[config.mk]
export PLATFORM = sky130hd
export DESIGN_NAME = tx_timing_pulse_gen
export DESIGN_NICKNAME = d
export VERILOG_FILES = /design/src/rtl/tx_timing_pulse_gen.sv
export SDC_FILE = /design/constraint.sdc
export NUM_CORES = 1
export LEC_CHECK = 0
export ABC_CLOCK_PERIOD_IN_PS = 2800
export CORE_ASPECT_RATIO = 2
export CORE_UTILIZATION = 45
export DETAILED_ROUTE_END_ITERATION = 8
export PLACE_DENSITY = 0.58
export SYNTH_ARGS = -nofsm -noshare
export SYNTH_HDL_FRONTEND = slang
export SYNTH_SLANG_ARGS = --single-unit
[constraint.sdc]
create_clock -name clk -period 2.8 [get_ports clk]
set_input_delay 0.84 -clock clk [delete_from_list [all_inputs] [get_ports clk]]
set_output_delay 0.84 -clock clk [all_outputs]
set_load 0.02 [all_outputs]
[src/rtl/tx_timing_pulse_gen.sv]
// Baud-rate tick generator with an independent toggle-request start-pulse generator.
// Tick fires once every FREQUENCY/BAUDRATE enabled cycles; pulse stretches each request edge to PULSE_WIDTH cycles.
module tx_timing_pulse_gen #(
  parameter logic [31:0] BAUDRATE    = 32'd9600,
  parameter logic [31:0] FREQUENCY   = 32'd100000000,
  parameter logic [31:0] PULSE_WIDTH = 32'd1
) (
  input  logic clk,
  input  logic reset,
  input  logic enable,
  output logic tick,
  input  logic generate_pulse,
  output logic pulse
);

  localparam logic [31:0] DIV     = FREQUENCY / BAUDRATE;
  localparam logic [31:0] DIV_M1  = DIV - 32'd1;
  localparam logic [31:0] PW_LOAD = PULSE_WIDTH - 32'd1;

  if (DIV < 32'd2 || PULSE_WIDTH == 32'd0) begin : g_bad_params
    $error("tx_timing_pulse_gen: FREQUENCY/BAUDRATE must be >= 2 and PULSE_WIDTH >= 1");
  end

  logic [31:0] r_count;
  logic        r_tick;
  logic        r_g_d;
  logic [31:0] r_pw_cnt;
  logic        r_pulse;
  logic        w_req;

  assign w_req = (generate_pulse != r_g_d);

  // baud counter: dropping enable restarts the full DIV interval
  always_ff @(posedge clk) begin
    if (reset) begin
      r_count <= 32'd0;
      r_tick  <= 1'b0;
    end else if (!enable) begin
      r_count <= 32'd0;
      r_tick  <= 1'b0;
    end else if (r_count == DIV_M1) begin
      r_count <= 32'd0;
      r_tick  <= 1'b1;
    end else begin
      r_count <= r_count + 32'd1;
      r_tick  <= 1'b0;
    end
  end

  // pulse stretcher: g_d tracks the request level even in reset so a level
  // change seen during reset is absorbed rather than replayed afterwards
  always_ff @(posedge clk) begin
    r_g_d <= generate_pulse;
    if (reset) begin
      r_pw_cnt <= 32'd0;
      r_pulse  <= 1'b0;
    end else if (w_req) begin
      r_pw_cnt <= PW_LOAD;
      r_pulse  <= 1'b1;
    end else if (r_pw_cnt != 32'd0) begin
      r_pw_cnt <= r_pw_cnt - 32'd1;
      r_pulse  <= 1'b1;
    end else begin
      r_pulse  <= 1'b0;
    end
  end

  assign tick  = r_tick;
  assign pulse = r_pulse;

endmodule

==> impl_metrics.tcl, run 1 <==
set metrics [dict create \
    layout_min_cycle_time_ns 2.587 \
    arrival_ns 2.82 \
    routedWlPerCell_um 14.29 \
    grt_max_degree 27 \
    startpoint_type "flip-flop" \
    hold_class "flip-flop to flip-flop" \
    cts_buffers 9 \
    clockBufferDepth 2 \
    busiest_layer "met2" \
    grt_first_pass_wirelength_um 11760 \
    drive_gt1_share_pct 8.397 \
    max_stage_delay_ns 0.72 \
    use_met3_pct 5.330 \
    cellLeakagePower_nw 1.286 \
    timing.fmax_mhz 386.5 \
    worstSetupEndpointType "flip-flop" \
    drv_slew 0 \
    dp_cells 467 \
    critPathKind "flip-flop to flip-flop" \
    area_growth_syn_to_layout_pct 15.18 \
    rsz0062_at_grt "no" \
    dr.pass1.iters 5 \
    hold_violations 0 \
    syn-cell-area_um2 3182 \
    finalSetupViolCount 0 \
    synth_top_area_share_pct 42.15 \
    rows 43 \
    finalSetupTns_ns 0 \
    grt_use_total_pct 21.70 \
    overflow 0 \
    syn_nets 385 \
    p_total_mw 4.767 \
    coreArea_um2 6887 \
    synthTopCellsByArea "dfxtp_1, nor2_1, xor2_1" \
    ctsResizeCount 0 \
    die_h_um 120.9 \
    place.gp.congestion 0.8202 \
    drv_cap 0 \
    die_area_um2 7431 \
    crit_slowest_cell "or4_1" \
    fin_crit_sh_pct 92.39 \
    cellPowerDensity_nw_per_um2 1301 \
    postCtsSetupBuffers 0 \
    htreeDepth 3 \
    synth_cell_types 43 \
    hpwl_um 5073 \
    antenna_found_initial 0 \
    routed_wl_um 6902 \
    seq_area_frac_synth_pct 42.15 \
    use_met2_pct 39.20 \
    cp.buffers_inverters 1 \
    crit_required_ns 3.03 \
    crit_path_cell_trace "inv_1 -> ha_1 -> or3b_2 -> or4_1 -> nor3b_2 -> a31oi_1 -> a41o_1" \
    drtIter0Drc 128 \
    cts_hold_buf 0 \
    cp_top_family "simple AND/OR/NAND/NOR gates" \
    ys_warn_count 0 \
    drc 0 \
    die_x_um 61.46 \
    ys_ff_latch 67 \
    grtUsageMet1_pct 21.36 \
    start_util_pct 46.20 \
    vdd_drop_max_mv 0.5591 \
    status "completed" \
    cts_tree "done" \
    ios 6 \
    avgSynthCellArea_um2 8.395 \
    worst_pin_slew_ns 0.5646 \
    path_max_fanout 9 \
    synth_top_area_cell "dfxtp_1" \
    nNetsFinal 394 \
    stdcell_count 483 \
    slew_headroom_pct 62.07 \
    io_buffers 5 \
    clock_latency_ns 0.34 \
    vias_per_cell 5.520 \
    vias 2666 \
    first_global_vias 2560 \
    clk_pin_slew_worst_paths_ns 0.06 \
    root_buffer "clkbuf_16" \
    antenna_cells 0 \
    synth_cells 379 \
    clock_skew_ns 0.003858 \
    ant_nets 0 \
    numClockSinks 67 \
]
==> layout by cell type (no fill, tap or decap), types with 2 or more instances in the layout <==
master	n
or4_1	11
ha_1	2
or3_1	21
nand4_1	14
dfxtp_1	67
buf_4	10
nand2b_1	3
clkbuf_16	9
a21oi_1	19
nor4_1	19
o211ai_1	3
nand3_1	18
inv_1	6
clkinv_2	2
nand2_1	20
nor3_1	9
o21ai_1	13
and4_1	3
and3_1	6
o31ai_1	7
nor3b_1	2
and2_1	3
xnor2_1	18
nor2_1	58
xor2_1	22
or3b_2	2
clkdlybuf4s50_1	5
bufinv_16	2
clkinvlp_4	3
==> power breakdown <==
group | internal (mW) | total, mW | leakage [nW] | switching (mW)
Clock | 0.775 | 1.21 | 0.147 | 0.435
Sequential | 1.12 | 1.28 | 0.543 | 0.165
Combinational | 0.926 | 2.27 | 0.595 | 1.35
Total | 2.82 | 4.77 | 1.29 | 1.95
==> Yosys cell counts, drive strengths merged <==
master  instances
ha              2
nand3b          1
buf             5
o31ai           7
mux2i           1
nand4          14
or2             2
a31o            1
a41o            1
and2            3
a21oi          19
nor2b           1
clkbuf         13
xor2           22
and3            6
a211oi          1
o211ai          3
nor4           20
nor3           10
or3b            3
or3            21
inv             6
nor4b           1
dfxtp          67
nor2           58
and4            3
xnor2          18
nand2b          3
o21ai          14
nand2          20
or4            11
a31oi           1
nand3          18
nor3b           3
==> metal layers <==
metal | wire length [um] | part of all wire [%]
met1 | 2576 | 37
met2 | 3960 | 57
met3 | 140 | 2.0
met4 | 226 | 3.3
met5 | 0 | 0
==> cell type report <==
| cell class | count | area [um2] |
|---|---|---|
| clock buffers | 9 | 225.2 |
| clock inverters | 7 | 92.59 |
| multi-input cells | 288 | 1725 |
| repair buffers | 16 | 145.1 |
| fillers | 686 | 3222 |
| flip-flops and latches | 67 | 1341 |
| inverters | 6 | 22.52 |
| well taps | 90 | 112.6 |
==> per-stage QoR <==
| step | hold WS, ns | setup WS, ns | area [um2] | utilization, % |
|---|---|---|---|---|
| floorplan | 0.4262 | 0.3679 | 3182 | - |
| global placement | 0.4429 | 0.2729 | 3347 | 48.60 |
| detailed placement | 0.4737 | 0.2249 | 3347 | 48.60 |
| CTS | 0.4852 | 0.2171 | 3665 | 53.22 |
| global route | 0.5138 | 0.08780 | 3665 | 53.22 |
| finish | 0.4691 | 0.2130 | 3665 | 53.22 |
==> final timing paths <==
| check | end | cells after the start | slack, ns | startpoint |
|---|---|---|---|---|
| setup reg to reg | r_pw_cnt[28] | 7 | 0.21 | r_pw_cnt[0] |
| hold / removal | r_count[0] | 1 | 0.47 | r_count[0] |
| hold reg to reg | r_count[0] | 1 | 0.47 | r_count[0] |
| setup / recovery | r_pw_cnt[28] | 7 | 0.21 | r_pw_cnt[0] |
==> sequential cells by signal, indices dropped and copies added, names as in the netlist <==
signal,cells
r_count,32
r_pw_cnt,32
pulse,1
r_g_d,1
tick,1
==> logic make-up (layout without fill, tap and decap cells) <==
family                   after synthesis  in the layout  synth area share [%]
AO/OA/AOI/OAI                         47             47                 8.573
adder cells (fa/ha/maj)                2              2                0.7863
XOR/XNOR                              40             40                 11.01
buffers and inverters                 24             38                 3.618
multiplexers                           1              1                0.3146
flip-flops                            67             67                 42.16
AND/OR/NAND/NOR                      198            198                 33.54
Power figures use the tool's default switching activity.
==> inputs of run 2 (changes only) <==
--- a/config.mk
+++ b/config.mk
@@ -10,6 +10,7 @@
 export CORE_UTILIZATION = 45
 export DETAILED_ROUTE_END_ITERATION = 8
 export PLACE_DENSITY = 0.58
+export SKIP_CTS_REPAIR_TIMING = 1
 export SYNTH_ARGS = -nofsm -noshare
 export SYNTH_HDL_FRONTEND = slang
 export SYNTH_SLANG_ARGS = --single-unit
==> results of run 2 <==
The final DEF is identical to that of run 1; final timing and power are the same.
